[src/rtl/can_frame_receiver.sv]
// Bit-level CAN receiver: destuffs a standard-ID frame, checks CRC-15 and fixed-form fields.
// Optional macro CAN_RX_ACK_DRIVE_EN enables a registered dominant ACK drive.
module can_frame_receiver #(
    parameter int IDLE_BITS = 11
) (
    input  logic        clk,
    input  logic        rst,
    input  logic        rx,
    output logic [75:0] payload,
    output logic [3:0]  dlc,
    output logic        frame_valid,
    output logic        err_valid,
    output logic [1:0]  err_code,
    output logic        busy,
    output logic        ack_o
);
    typedef enum logic [3:0] {
        WAIT_IDLE, IDLE, ARB, CTRL, DATA, CRC, CRC_DEL, ACK_SLOT, ACK_DEL, EOF
    } state_t;

    localparam logic [1:0] ERR_STUFF = 2'b01;
    localparam logic [1:0] ERR_CRC   = 2'b10;
    localparam logic [1:0] ERR_FORM  = 2'b11;

    state_t      state_q, state_d;
    logic [6:0]  bit_idx_q, bit_idx_d;
    logic [2:0]  run_q, run_d;
    logic        last_q, last_d;
    logic [14:0] crc_q, crc_d;
    logic [14:0] crc_rx_q, crc_rx_d;
    logic [10:0] id_q, id_d;
    logic        rtr_q, rtr_d;
    logic [3:0]  dlc_sh_q, dlc_sh_d;
    logic [63:0] data_q, data_d;
    logic [75:0] payload_q, payload_d;
    logic [3:0]  dlc_q, dlc_d;
    logic        frame_valid_q, frame_valid_d;
    logic        err_valid_q, err_valid_d;
    logic [1:0]  err_code_q, err_code_d;
    logic        busy_q, busy_d;

    logic        in_stuff, stuff_bit;
    logic [14:0] crc_next;
    logic [3:0]  nbytes, dlc_new;
    logic [6:0]  data_bits;
    logic [1:0]  err;

    // A bit after five equal bits is a stuff bit, including one trailing the CRC field.
    assign in_stuff  = (state_q inside {ARB, CTRL, DATA, CRC}) || (state_q == CRC_DEL);
    assign stuff_bit = in_stuff && (run_q == 3'd5);
    assign crc_next  = {crc_q[13:0], 1'b0} ^ ((rx ^ crc_q[14]) ? 15'h4599 : 15'h0000);
    assign nbytes    = (dlc_sh_q > 4'd8) ? 4'd8 : dlc_sh_q;
    assign data_bits = {nbytes, 3'b000};
    assign dlc_new   = {dlc_sh_q[2:0], rx};

    always_comb begin
        state_d       = state_q;
        bit_idx_d     = bit_idx_q;
        run_d         = run_q;
        last_d        = last_q;
        crc_d         = crc_q;
        crc_rx_d      = crc_rx_q;
        id_d          = id_q;
        rtr_d         = rtr_q;
        dlc_sh_d      = dlc_sh_q;
        data_d        = data_q;
        payload_d     = payload_q;
        dlc_d         = dlc_q;
        busy_d        = busy_q;
        frame_valid_d = 1'b0;
        err_valid_d   = 1'b0;
        err_code_d    = 2'b00;
        err           = 2'b00;

        if (stuff_bit) begin
            if (rx == last_q) begin
                err = ERR_STUFF;
            end else begin
                run_d  = 3'd1;
                last_d = rx;
            end
        end else begin
            if (state_q inside {ARB, CTRL, DATA, CRC}) begin
                run_d  = (rx == last_q) ? run_q + 3'd1 : 3'd1;
                last_d = rx;
            end
            case (state_q)
                WAIT_IDLE, IDLE: begin
                    if (state_q == IDLE || IDLE_BITS == 0) begin
                        if (!rx) begin
                            // SOF: feeding a dominant bit into a zero CRC leaves it zero.
                            state_d   = ARB;
                            busy_d    = 1'b1;
                            crc_d     = 15'd0;
                            run_d     = 3'd1;
                            last_d    = 1'b0;
                            bit_idx_d = 7'd0;
                            id_d      = 11'd0;
                            rtr_d     = 1'b0;
                            dlc_sh_d  = 4'd0;
                            data_d    = 64'd0;
                            crc_rx_d  = 15'd0;
                        end
                    end else if (rx) begin
                        bit_idx_d = bit_idx_q + 7'd1;
                        if (bit_idx_q + 7'd1 == 7'(IDLE_BITS)) begin
                            state_d   = IDLE;
                            bit_idx_d = 7'd0;
                        end
                    end else begin
                        bit_idx_d = 7'd0;
                    end
                end
                ARB: begin
                    crc_d     = crc_next;
                    bit_idx_d = bit_idx_q + 7'd1;
                    if (bit_idx_q < 7'd11) begin
                        id_d = {id_q[9:0], rx};
                    end else begin
                        rtr_d     = rx;
                        state_d   = CTRL;
                        bit_idx_d = 7'd0;
                    end
                end
                CTRL: begin
                    crc_d     = crc_next;
                    bit_idx_d = bit_idx_q + 7'd1;
                    if (bit_idx_q == 7'd0 && rx) begin
                        err = ERR_FORM;
                    end else if (bit_idx_q >= 7'd2) begin
                        dlc_sh_d = dlc_new;
                    end
                    if (bit_idx_q == 7'd5) begin
                        bit_idx_d = 7'd0;
                        state_d   = (rtr_q || dlc_new == 4'd0) ? CRC : DATA;
                    end
                end
                DATA: begin
                    crc_d     = crc_next;
                    bit_idx_d = bit_idx_q + 7'd1;
                    data_d[6'd63 - bit_idx_q[5:0]] = rx;
                    if (bit_idx_q == data_bits - 7'd1) begin
                        bit_idx_d = 7'd0;
                        state_d   = CRC;
                    end
                end
                CRC: begin
                    crc_rx_d  = {crc_rx_q[13:0], rx};
                    bit_idx_d = bit_idx_q + 7'd1;
                    if (bit_idx_q == 7'd14) begin
                        bit_idx_d = 7'd0;
                        state_d   = CRC_DEL;
                    end
                end
                CRC_DEL: begin
                    if (crc_rx_q != crc_q) err = ERR_CRC;
                    else if (!rx)          err = ERR_FORM;
                    else                   state_d = ACK_SLOT;
                end
                ACK_SLOT: state_d = ACK_DEL;
                ACK_DEL: begin
                    if (!rx) begin
                        err = ERR_FORM;
                    end else begin
                        state_d   = EOF;
                        bit_idx_d = 7'd0;
                    end
                end
                EOF: begin
                    if (!rx) begin
                        err = ERR_FORM;
                    end else if (bit_idx_q == 7'd6) begin
                        payload_d     = {rtr_q, id_q, data_q};
                        dlc_d         = dlc_sh_q;
                        frame_valid_d = 1'b1;
                        busy_d        = 1'b0;
                        state_d       = IDLE;
                        bit_idx_d     = 7'd0;
                    end else begin
                        bit_idx_d = bit_idx_q + 7'd1;
                    end
                end
                default: state_d = WAIT_IDLE;
            endcase
        end

        if (err != 2'b00) begin
            err_valid_d = 1'b1;
            err_code_d  = err;
            busy_d      = 1'b0;
            state_d     = WAIT_IDLE;
            bit_idx_d   = 7'd0;
        end
    end

`ifdef CAN_RX_ACK_DRIVE_EN
    logic ack_q, ack_d;
    // Low for the cycle in which the transmitter places the ACK slot bit on the line.
    assign ack_d = !(state_q == CRC_DEL && !stuff_bit && crc_rx_q == crc_q && rx);
    assign ack_o = ack_q;
`else
    assign ack_o = 1'b1;
`endif

    always_ff @(posedge clk or negedge rst) begin
        if (!rst) begin
            state_q       <= WAIT_IDLE;
            bit_idx_q     <= 7'd0;
            run_q         <= 3'd0;
            last_q        <= 1'b1;
            crc_q         <= 15'd0;
            crc_rx_q      <= 15'd0;
            id_q          <= 11'd0;
            rtr_q         <= 1'b0;
            dlc_sh_q      <= 4'd0;
            data_q        <= 64'd0;
            payload_q     <= 76'd0;
            dlc_q         <= 4'd0;
            frame_valid_q <= 1'b0;
            err_valid_q   <= 1'b0;
            err_code_q    <= 2'b00;
            busy_q        <= 1'b0;
`ifdef CAN_RX_ACK_DRIVE_EN
            ack_q         <= 1'b1;
`endif
        end else begin
            state_q       <= state_d;
            bit_idx_q     <= bit_idx_d;
            run_q         <= run_d;
            last_q        <= last_d;
            crc_q         <= crc_d;
            crc_rx_q      <= crc_rx_d;
            id_q          <= id_d;
            rtr_q         <= rtr_d;
            dlc_sh_q      <= dlc_sh_d;
            data_q        <= data_d;
            payload_q     <= payload_d;
            dlc_q         <= dlc_d;
            frame_valid_q <= frame_valid_d;
            err_valid_q   <= err_valid_d;
            err_code_q    <= err_code_d;
            busy_q        <= busy_d;
`ifdef CAN_RX_ACK_DRIVE_EN
            ack_q         <= ack_d;
`endif
        end
    end

    assign payload     = payload_q;
    assign dlc         = dlc_q;
    assign frame_valid = frame_valid_q;
    assign err_valid   = err_valid_q;
    assign err_code    = err_code_q;
    assign busy        = busy_q;
endmodule

[config.mk]
export PLATFORM = sky130hd
export DESIGN_NAME = can_frame_receiver
export DESIGN_NICKNAME = d
export VERILOG_FILES = /design/src/rtl/can_frame_receiver.sv
export SDC_FILE = /design/constraint.sdc
export NUM_CORES = 1
export LEC_CHECK = 0
export BUFFER_PORTS_ARGS = -buffer_cell sky130_fd_sc_hd__buf_2
export CAP_MARGIN = 20
export CORE_UTILIZATION = 51
export CTS_CLUSTER_DIAMETER = 50
export CTS_CLUSTER_SIZE = 8
export DETAILED_ROUTE_END_ITERATION = 8
export PLACE_DENSITY_LB_ADDON = 0.05
export SLEW_MARGIN = 20
export SYNTH_ARGS = -nofsm -noshare
export SYNTH_HDL_FRONTEND = slang
export SYNTH_SLANG_ARGS = --single-unit
export TNS_END_PERCENT = 10
[constraint.sdc]
create_clock -name clk -period 6.9 [get_ports clk]
set_input_delay 0.69 -clock clk [delete_from_list [all_inputs] [get_ports clk]]
set_output_delay 0.69 -clock clk [all_outputs]
set_load 0.05 [all_outputs]
---- Yosys cells after proc, flatten, opt, wreduce, memory -nomap -nowiden ----
Cells that the tools add are included.
storage, ports and cells
  logic and storage cells ................. 185
  output and inout bits ................... 86
  flip-flop bits (word level) ............. 210
  input port bits ......................... 3
operators by class
  add/sub/neg operators ................... 4
  magnitude comparators ................... 5
  bitwise operators ....................... 3
  reduce and logical (&&, ||, !) cells .... 30
  equality and inequality tests ........... 39
  mux-type cells .......................... 88
operators with widths
  kind                                                              count
  64-bit two-way mux                                                2
  64-bit one-hot mux with 2 select lines                            1
  7-bit two-way mux                                                 13
  4-bit two-way mux                                                 20
  64-bit bitwise mux                                                1
  15-bit one-hot mux with 2 select lines                            2
  7-bit one-hot mux with 7 select lines                             1
  15-bit two-way mux                                                3
  4-bit one-hot mux with 9 select lines                             1
  11-bit two-way mux                                                3
  1-bit two-way mux                                                 23
  11-bit one-hot mux with 2 select lines                            1
  3-bit two-way mux                                                 7
  4-bit by 3-bit == test with 1-bit output (second input constant)  4
  4-bit AND reduction                                               4
  15-bit inequality test                                            1
  3-bit inequality test (second input constant)                     5
  5-bit AND reduction                                               3
  15-bit bitwise XOR                                                1
  7-bit by 3-bit == test with 1-bit output (second input constant)  2
  7-bit by 4-bit == test with 1-bit output (second input constant)  2
  13-bit AND reduction                                              1
  4-bit inequality test (second input constant)                     3
  6-bit AND reduction                                               2
  36 further kinds                                                  63

---- Logic depth before layout (Yosys ltp) ----
Gate-level depths: netlist (run 1).
  word-level depth ........................ 8
  depth in mapped cells ................... 11
  depth with buffers taken out ............ 9

---- Worst setup path after synthesis (run 1) ----
Ideal clock, no wire load.
  path type ............................... reg-to-reg
  start ................................... register bit_idx_q[0]
  end ..................................... register state_q[3]
  required time ........................... 6.778 ns
  clock period less this slack ............ 2.309 ns
  setup slack ............................. 4.591 ns
  data arrival time ....................... 2.188 ns
  path buffers ............................ 1
  library setup time ...................... 0.122 ns
  cell stages (with the launch flop) ...... 9
  cells stage by stage .................... dfrtp_1 > clkbuf_1 > inv_1 > ha_1 > a31oi_1 > a2111o_1 > a2111oi_4 > o311ai_1 > a32o_1
between the ends
  cells in the longest elaborated chain, start to end .. 8
  elaborated cells between the ends (all ways) .. 28
  classes of those cells .................. add/sub (1); order compare (1); eq/ne (18); mux (4); reduce/logical (4)
RTL lines
  what                                                                                            RTL line  RTL
  start, declared                                                                                 26        logic [6:0] bit_idx_q, bit_idx_d;
  start signal, assigned                                                                          228       bit_idx_q <= bit_idx_d;
  parallel branches: the longest is 8 deep, another holds 7-bit by 1-bit adder with 7-bit output  --
  end signal, assigned                                                                            227       state_q <= state_d;
  end, declared                                                                                   25        state_t state_q, state_d;
Several ways; the timed one is not identified.
A chain may end at the register's enable or synchronous reset.

---- Final worst setup path (run 1) ----
  start ................................... register state_q[2]
  end ..................................... register data_q[10]
between the ends
  cells in the longest elaborated chain, start to end .. 6
  elaborated cells between the ends (all ways) .. 17
  classes of those cells .................. eq/ne (8); mux (1); bitwise (1); reduce/logical (7)
RTL lines
  what                                                              RTL line  RTL
  4-bit by 2-bit == test with 1-bit output (tied with other cells)  49        assign in_stuff = (state_q inside {ARB, CTRL, DATA, CRC}) || (state_q == CRC_DEL);
  4-bit nonzero test                                                49
  1-bit logical OR                                                  49
  1-bit logical AND                                                 50        assign stuff_bit = in_stuff && (run_q == 3'd5);
  1-bit NOT (no source line)                                        --
  4-bit AND reduction (no source line)                              --
  end signal, assigned                                              236       data_q <= data_d;
  end, declared                                                     34        logic [63:0] data_q, data_d;
Several ways; a longest one is shown, not always the timed one.

==> results of run 1 <==
flip-flops by register name, summed over array words and instances (netlist names):
| name | cells |
|---|---|
| crc_rx_q | 15 |
| bit_idx_q | 7 |
| err_code | 2 |
| id_q | 11 |
| frame_valid | 1 |
| rtr_q | 1 |
| payload | 76 |
| state_q | 4 |
| last_q | 1 |
| crc_q | 15 |
| dlc | 4 |
| busy | 1 |
| data_q | 64 |
| dlc_sh_q | 4 |
| run_q | 3 |
| err_valid | 1 |
through the flow:
stage                     worst slack, ps  power (mW)  instances  hold slack [ps]
after floorplan                      4591       2.423       1100            394.4
after global placement               3940       2.719       1354            443.2
after detailed placement             3785       2.736       1354            451.8
after CTS                            3774       4.074       1400            188.4
after global routing                 3447       4.302       1400            196.6
final                                3758       4.054       1400            174.2
per-layer routing:
layer,up-vias,part of all wire,routed length (um)
li1,3825,-,-
met1,3691,0.49,11900
met2,211,0.44,10720
met3,45,0.050,1204
met4,0,0.019,468
met5,-,0,0
power breakdown:
part / leakage, nW / total (mW) / internal (mW) / switching, mW
Combinational: 2.37 / 1.18 / 0.404 / 0.778
Clock: 0.408 / 1.32 / 0.818 / 0.504
Sequential: 2.91 / 1.55 / 1.35 / 0.196
Total: 5.68 / 4.05 / 2.58 / 1.48
cells by family after synthesis:
group                    synth area share
AO/OA/AOI/OAI                      0.1647
multiplexers                     0.006306
XOR/XNOR                          0.02793
buffers and inverters             0.03977
AND/OR/NAND/NOR                    0.2099
other                           0.0003857
adder cells (fa/ha/maj)           0.01030
flip-flops                         0.5407
cell usage after synthesis (2+ instances only):
master,count
inv_1,14
a31oi_1,5
o31ai_1,8
nand3_1,27
buf_1,11
dfrtp_1,209
nor4_2,2
or3_1,7
and3b_1,2
a21oi_1,79
a22o_1,12
or2_2,2
buf_6,2
o21ai_1,2
nor2b_1,8
nor4_1,3
nor3b_1,5
buf_2,6
o21ai_0,152
nand2_1,324
a41oi_1,2
and4_1,2
a31o_2,5
a32o_1,2
nor2_1,27
and3_1,9
and2_1,10
nor3_1,16
ha_1,8
buf_4,4
nand2b_1,11
xnor2_1,22
o22ai_1,3
xor2_1,9
clkbuf_1,55
nand4_1,7
mux2i_1,5
critical path, cell delays in order (launching register included):
cell	delay [ps]
dfrtp_1	740
nor2b_1	370
nand2_2	70
buf_4	310
nor3_2	860
nand2_1	370
o21ai_0	290
worst min path at each step:
stage | depth (start not counted) | to | start | slack (ps)
2_1_floorplan | 0 | bit_idx_q[0] | rst | 390
3_3_place_gp | 2 | payload[21] | data_q[21] | 440
3_5_place_dp | 2 | payload[21] | data_q[21] | 450
4_1_cts | 1 | payload[73] | rst | 190
5_1_grt | 1 | payload[73] | rst | 200
6_report | 1 | payload[73] | rst | 170
area by class of cell:
cell class              instances  share of cell area
clock inverters                 1           0.0004517
well taps                     234             0.02643
clock buffers                  45             0.07566
flip-flops and latches        210              0.4744
multi-input cells             797              0.3704
inverters                      15            0.005082
repair buffers                 98             0.04754
==> impl_metrics.json, run 1 <==
{
  "worstSetupPathType": "flip-flop to flip-flop",
  "synth_warnings": 0,
  "setup_tns_ps": 0,
  "rows": 50,
  "r2r_cells": 6,
  "vias_per_cell": 5.551,
  "nets": 1163,
  "drive_gt1_frac": 0.1321,
  "final_cell_mix": "nand2_1 (323), dfrtp_1 (209), o21ai_0 (152), buf_2 (86), a21oi_1 (79)",
  "power.density_nw_per_um2": 365.9,
  "final_max_slew_viol_count": 0,
  "grtUsageTotal": 0.2557,
  "seq_area_frac_synth": 0.5407,
  "avgSynthCellArea_um2": 8.838,
  "dieArea_um2": 19620,
  "hp-class": "primary input to async pin",
  "cts_num_sinks": 210,
  "setup_viol": 0,
  "grt_overflow": 0,
  "use_met2": 0.3837,
  "fillerInstances": 1655,
  "clock_latency_ps": 530,
  "place_congestion": 0.8003,
  "fp.dieW_um": 140.1,
  "post-cts-setup-buffers": 0,
  "drtIter0Drc": 575,
  "synth_area_um2": 9722,
  "peakVddDrop_mv": 0.2604,
  "max_freq_mhz": 318.3,
  "coreArea_um2": 18710,
  "cp-start-kind": "flip-flop",
  "multi_input_area_um2": 4104,
  "insertedDiodeCount": 0,
  "vias": 7772,
  "critical_path.startpoint": "state_q[2]",
  "synthCells": 1100,
  "worstPathArrival_ps": 3570,
  "globalRouteMet1Util": 0.3815,
  "cts_tree": "done",
  "syn-num-nets": 1111,
  "drc": 0,
  "finalHoldViolCount": 0,
  "cts_made_buffers": 30,
  "r2r-start": "state_q[2]",
  "ios": 89,
  "synthArstFlopShare": 1.000,
  "post-dp-hpwl_mm": 14.98,
  "clkTransAtPathRegs_ps": 50,
  "fin_crit_ps": 3142,
  "rsz0062_at_grt": "false",
  "outcome": "complete, no violations",
  "root_buffer": "clkbuf_16",
  "grt_pass1_vias": 7423,
  "synthFlopType": "dfrtp_1",
  "synth_top_cells_by_area": "dfrtp_1 (54%), nand2_1 (13%), o21ai_0 (7.8%)",
  "busiest_layer": "met2",
  "ys_seq_elements": 210,
  "final-seq-area_um2": 5256,
  "drt_pre_antenna_iters": 5,
  "htreeDepth": 1,
  "cp-end-kind": "flip-flop",
  "wl_per_cell_um": 17.35,
  "cp_max_fo": 66,
  "fp.dieH_um": 140.1,
  "wirelength_mm": 24.29,
  "reg2reg_to": "data_q[10]",
  "met3_usage": 0.04650,
  "synth_edf_count": 0,
  "start_util": 0.5197,
  "tightest_slew_ps": 1040,
  "p_leak_nw": 5.682,
  "cts_hold_buf": 0,
  "final_antenna_net_count": 0,
  "grt_max_degree": 85,
  "r2r_slack_ps": 3760,
  "synth.top_cell.area_share": 0.5380,
  "placed_area_um2": 10240,
  "period_share": 0.4553,
  "grt_antenna_before_repair": 0,
  "port_buffers": 87,
  "grt_pass1_wl_mm": 40.34,
  "mostFrequentLayoutCell": "nand2_1",
  "post-route-util": 0.5923,
  "synth.distinct_cells": 60,
  "worst_ep_required_time_ps": 7330,
  "drv_cap": 0,
  "cts_resized": 0,
  "relSlewSlack": 0.3028,
  "area_growth_pct": 13.96,
  "crit_end": "data_q[10]",
  "clock_path_buffers": 3,
  "fin_skew_ps": 11.72,
  "final_cell_area_um2": 11080,
  "yosysTopAreaCell": "dfrtp_1"
}
No activity file was read; power rests on OpenSTA's default activity.
==> inputs of run 2 (changes only) <==
Settings changed: ABC_AREA set to 1.
Clock period 6.9 ns to 2.6 ns, I/O delays scaled along.
==> impl_metrics.json, run 2 <==
{
  "cp_max_fo": 5,
  "grt_pass1_vias": 7489,
  "rsz0062_at_grt": "false",
  "insertedDiodeCount": 0,
  "cp-end-kind": "flip-flop",
  "hold_path_depth": 4,
  "wl_per_cell_um": 14.55,
  "synthTopCellsByCount": "nand2_1 (226), dfrtp_1 (209), inv_1 (209)",
  "coreArea_um2": 18830,
  "final-seq-area_um2": 5256,
  "r2r_cells": 16,
  "peakVddDrop_mv": 0.5549,
  "hp-class": "primary input to flip-flop",
  "syn-num-nets": 1209,
  "post-cts-setup-buffers": 0,
  "grt_overflow": 0,
  "synthFlopType": "dfrtp_1",
  "crit_buf_inv": 1,
  "final_antenna_net_count": 0,
  "nets": 1295,
  "synth.distinct_cells": 42,
  "tightest_slew_ps": 706.5,
  "clkTransAtPathRegs_ps": 50,
  "clock_latency_ps": 540,
  "synthCells": 1198,
  "finalHoldViolCount": 0,
  "vias": 7994,
  "avgSynthCellArea_um2": 8.226,
  "htreeDepth": 1,
  "power.density_nw_per_um2": 1013,
  "drv_cap": 0,
  "grt_max_degree": 71,
  "clock_path_buffers": 3,
  "max_freq_mhz": 433.4,
  "ios": 89,
  "fin_skew_ps": 17.96,
  "cts_made_buffers": 30,
  "synth_edf_count": 0,
  "outcome": "complete, no violations",
  "area_growth_pct": 16.15,
  "drc": 0,
  "synth_warnings": 0,
  "relSlewSlack": 0.5289,
  "worst_ep_required_time_ps": 3060,
  "dieArea_um2": 19880,
  "largest_register_ffs": 76,
  "setup_tns_ps": 0,
  "fp.dieW_um": 141.0,
  "synthArstFlopShare": 1.000,
  "vias_per_cell": 5.144,
  "r2r_slack_ps": 290,
  "worstSetupPathType": "flip-flop to flip-flop",
  "critical-path-top-delay-family": "simple AND/OR/NAND/NOR gates",
  "crit_top_cell": "nand2_1",
  "r2r-start": "dlc_sh_q[2]",
  "reg2reg_to": "state_q[1]",
  "port_buffers": 87,
  "cpMaxStageDelayCell": "dfrtp_1",
  "worst_path_largest_cell_delay_ps": 390,
  "final_cell_mix": "nand2_1 (226), inv_1 (209), dfrtp_1 (209), nor2_1 (103), o21ai_0 (97)",
  "root_buffer": "clkbuf_16",
  "mostFrequentLayoutCell": "nand2_1",
  "fillerInstances": 1714,
  "multi_input_area_um2": 3520,
  "seq_area_frac_synth": 0.5334,
  "drive_gt1_frac": 0.1360,
  "wirelength_mm": 22.61,
  "synth_top_cells_by_area": "dfrtp_1 (53%), nand2_1 (8.6%), inv_1 (8.0%)",
  "hp-start": "rx",
  "min_to": "rtr_q",
  "worstPathArrival_ps": 2760,
  "post-route-util": 0.6078,
  "synth.top_cell.area_share": 0.5307,
  "synth_area_um2": 9854,
  "place_congestion": 0.9544,
  "path_cells": "inv_1, nand3_1, nand2_1, nand2_1, ha_1, or2_2, nand3_1, a21oi_1, nand3_1, nor2_2, nand2_1, nand2_2, nand3_2, nand2_1, nand2_1, nor2_1",
  "grt_antenna_before_repair": 0,
  "setup_viol": 0,
  "fp.dieH_um": 141.0,
  "yosysTopAreaCell": "dfrtp_1",
  "p_leak_nw": 5.416,
  "rows": 50,
  "period_share": 0.8875,
  "drt_pre_antenna_iters": 4,
  "synth_most_common_cell": "nand2_1",
  "cp-start-kind": "flip-flop",
  "final_max_slew_viol_count": 0,
  "grtUsageTotal": 0.2373,
  "fin_crit_ps": 2308,
  "cts_num_sinks": 210,
  "grt_pass1_wl_mm": 38.23,
  "drtIter0Drc": 428,
  "post-dp-hpwl_mm": 14.97,
  "cts_tree": "done",
  "ys_seq_elements": 210,
  "start_util": 0.5233
}
-- run 2: cell count changes after synthesis, moves of 37 or more --
| cell | previous run | this run |
|---|---|---|
| inv_1 | 14 | 209 |
| nand2_1 | 324 | 226 |
| o22ai_1 | 3 | 90 |
| nor2_1 | 27 | 104 |
| o21ai_0 | 152 | 97 |
| clkbuf_1 | 55 | 18 |
-- run 2: kinds of logic after synthesis --
logic type / count (synthesis) / share of synthesized area
other: 1 / 0.0003805
adders and majority gates: 8 / 0.01016
DFF: 210 / 0.5334
AOI/OAI and AO/OA: 296 / 0.1672
xor gates and xnor gates: 3 / 0.002667
and+or+nand+nor: 408 / 0.1752
buffers and inverters: 272 / 0.1110
-- run 2: final cells by class --
type | instances | share of cell area
Clock buffer | 40 | 0.06974
Clock inverter | 2 | 0.004045
Inverter | 218 | 0.07171
Multi-Input combinational cell | 716 | 0.3075
Sequential cell | 210 | 0.4592
Tap cell | 260 | 0.02842
Timing Repair Buffer | 108 | 0.05936
-- run 2: stage by stage --
step           total power, mW  cells  area (um^2)  setup slack [ps]  hold slack [ps]
6_report                 11.59   1554        11450             292.4            211.7
3_5_place_dp             8.092   1511        10590             324.9            314.5
4_1_cts                  11.66   1554        11440             307.3            200.4
5_1_grt                  12.37   1554        11450             20.98            226.1
3_3_place_gp             8.059   1511        10590             441.7            314.1
2_1_floorplan            7.087   1198         9854             632.0           -35.59
-- run 2: per-layer routing --
metal	wire, um	up-vias	global-route usage
met5	0	-	0
met4	387	0	0.06751
met3	948	32	0.02887
met2	10000	183	0.3559
met1	11280	3748	0.3616
li1	-	4031	-
-- run 2: worst register-to-register path, delay by kind of cell (launching register included) --
family | cells | cell delay [ps]
simple gates | 13 | 1300
flops | 1 | 390
fa+ha+maj | 1 | 310
compound gates | 1 | 130
buf+inv | 1 | 120
-- run 2: report_power, final --
part           leakage [nW]  switching [mW]  internal [mW]
logic                  2.29            2.92           1.24
registers              2.72           0.257           3.66
clock network         0.409            1.32           2.19
-- run 2: timing repair --
| action | in CTS | in global routing |
|---|---|---|
| hold buffers | 1 | 0 |
| endpoints found under the setup margin | 0 | 3 |
| resized for setup | 0 | 1 |
| hold endpoints to repair | 66 | 0 |
-- run 2: worst max path at each step --
stage                     start      endpoint  slack [ps]  depth (start not counted)
floorplan           dlc_sh_q[2]  bit_idx_q[0]         630                         15
global placement     state_q[1]    data_q[28]         440                          7
detailed placement  dlc_sh_q[2]  bit_idx_q[3]         320                         15
CTS                 dlc_sh_q[2]    state_q[1]         310                         16
global route        dlc_sh_q[2]    state_q[2]          20                         16
finish              dlc_sh_q[2]    state_q[1]         290                         16
==> inputs of run 3 (changes only) <==
--- a/config.mk
+++ b/config.mk
@@ -14,2 +14,3 @@
 export DETAILED_ROUTE_END_ITERATION = 8
+export GPL_TIMING_DRIVEN = 0
 export PLACE_DENSITY_LB_ADDON = 0.05
--- a/constraint.sdc
+++ b/constraint.sdc
@@ -3,2 +3,2 @@
 set_output_delay 0.26 -clock clk [all_outputs]
-set_load 0.05 [all_outputs]
+set_load 0.005 [all_outputs]
==> impl_metrics.json, run 3 (synthesis results as in run 2) <==
{
  "outcome": "complete, no violations",
  "fin_crit_ps": 2327,
  "tightest_slew_ps": 963.9,
  "fp.dieW_um": 141.0,
  "setup_viol": 0,
  "htreeDepth": 1,
  "p_clk_frac": 0.310,
  "p_leak_nw": 5.463,
  "final_cell_mix": "nand2_1 (226), inv_1 (209), dfrtp_1 (209), buf_2 (110), nor2_1 (104)",
  "mostFrequentLayoutCell": "nand2_1",
  "worst_ep_required_time_ps": 3040,
  "wirelength_mm": 23.36,
  "power.density_nw_per_um2": 985.6,
  "post-dp-hpwl_mm": 15.83,
  "grt_overflow": 0,
  "vias": 8152,
  "cp_max_fo": 10,
  "place_congestion": 0.9515,
  "coreArea_um2": 18830,
  "cp-start-kind": "flip-flop",
  "placed_area_um2": 10680,
  "clock_latency_ps": 530,
  "grtUsageTotal": 0.2466,
  "fp.dieH_um": 141.0,
  "worst_path_largest_cell_delay_ps": 390,
  "sw_frac_of_total": 0.3720,
  "grt_max_degree": 100,
  "worstSetupPathType": "flip-flop to flip-flop",
  "post-cts-setup-buffers": 0,
  "drc": 0,
  "grt_pass1_wl_mm": 39.38,
  "r2r_cells": 9,
  "cts_made_buffers": 31,
  "clkTransAtPathRegs_ps": 50,
  "fillerInstances": 1657,
  "start_util": 0.5233,
  "max_freq_mhz": 429.7,
  "grt_pass1_vias": 7820,
  "area_growth_pct": 16.91,
  "insertedDiodeCount": 0,
  "grt_antenna_before_repair": 0,
  "p_int_mw": 7.131,
  "cp-end-kind": "flip-flop",
  "final-seq-area_um2": 5256,
  "post-route-util": 0.6118,
  "multi_input_area_um2": 3510,
  "vias_per_cell": 5.146,
  "nets": 1331,
  "relSlewSlack": 0.3525,
  "drive_gt1_frac": 0.1450,
  "cpMaxStageDelayCell": "dfrtp_1",
  "power_frac_seq": 0.343,
  "p_sw_mw": 4.224,
  "final_antenna_net_count": 0,
  "worstPathArrival_ps": 2770,
  "drv_cap": 0,
  "rsz0062_at_grt": "false",
  "rows": 50,
  "fin_skew_ps": 18.32,
  "wl_per_cell_um": 14.75,
  "ios": 89,
  "final_max_slew_viol_count": 0,
  "peakVddDrop_mv": 0.6894,
  "r2r_slack_ps": 270,
  "finalHoldViolCount": 0,
  "drt_pre_antenna_iters": 5,
  "combPwrFrac": 0.347,
  "drtIter0Drc": 475,
  "final_cell_area_um2": 11520,
  "period_share": 0.8951,
  "port_buffers": 86,
  "largest_register_ffs": 76,
  "path_cells": "buf_4, inv_1, ha_1, nand4_1, nor3_4, inv_2, buf_2, clkbuf_2, o21ai_1",
  "dieArea_um2": 19880,
  "clock_path_buffers": 3,
  "cts_num_sinks": 210,
  "hp-class": "primary input to async pin",
  "cts_tree": "done",
  "root_buffer": "clkbuf_16"
}
==> run 3: cell types whose count changed in the layout (fill, tap and decap cells not counted), moves of 6 or more <==
cell / before / now
buf_4: 14 / 7
clkbuf_1: 9 / 21
buf_12: 6 / 0
buf_2: 86 / 110
==> run 3: what timing repair did <==
item                                    CTS  global route
hold endpoints to repair                209             0
gates resized for setup                   0             3
endpoints found under the setup margin    0            11
hold buffers                              1             0
==> run 3: final cells by class <==
type / instances / area share
repair buffers: 89 / 0.04388
multi-input cells: 716 / 0.3046
plain buffers: 54 / 0.02400
clock inverters: 2 / 0.003367
flip-flops and latches: 210 / 0.4562
well taps: 260 / 0.02824
inverters: 218 / 0.07103
clock buffers: 35 / 0.06864
==> run 3: critical path: cells and delay by family (launching register included) <==
family | cells | cell delay [ps]
flip-flops | 1 | 390
AO/OA/AOI/OAI | 1 | 200
adder cells (fa/ha/maj) | 1 | 220
AND/OR/NAND/NOR | 2 | 440
buffers and inverters | 5 | 980
==> run 3: stage by stage <==
stage               total power, mW  hold WS [ps]  cells  setup WS, ps  setup TNS [ps]
floorplan                     6.817        -35.59   1198         632.0               0
global placement              7.793         461.6   1544         -2311         -480820
detailed placement            7.866         94.58   1546         178.7               0
CTS                           11.42         141.4   1584         122.4               0
global route                  12.13         153.4   1584         21.01               0
finish                        11.36         154.2   1584         272.7               0
==> run 3: final timing paths <==
path	endpoint	from
max	payload[60]	bit_idx_q[0]
min	payload[72]	rst
max reg2reg	payload[60]	bit_idx_q[0]
min reg2reg	payload[4]	payload[4]
max in group asynchronous	data_q[33]	rst
min in group clk	last_q	rx
==> run 3: power groups by stage <==
stage                     logic (mW)  clock network (mW)  registers, mW
after detailed placement        3.92                   0           3.95
after global routing            4.47                3.72           3.95
after CTS                       3.93                3.58           3.90
after global placement          3.85                   0           3.94
after floorplan                 2.91                   0           3.91
final                           3.94                3.52           3.90
==> run 3: per-layer routing <==
metal  global-route usage  routed length (um)
met1               0.3651               11460
met2               0.3847               10380
met3              0.03023                1086
met4              0.06465                 425
met5                    0                   0
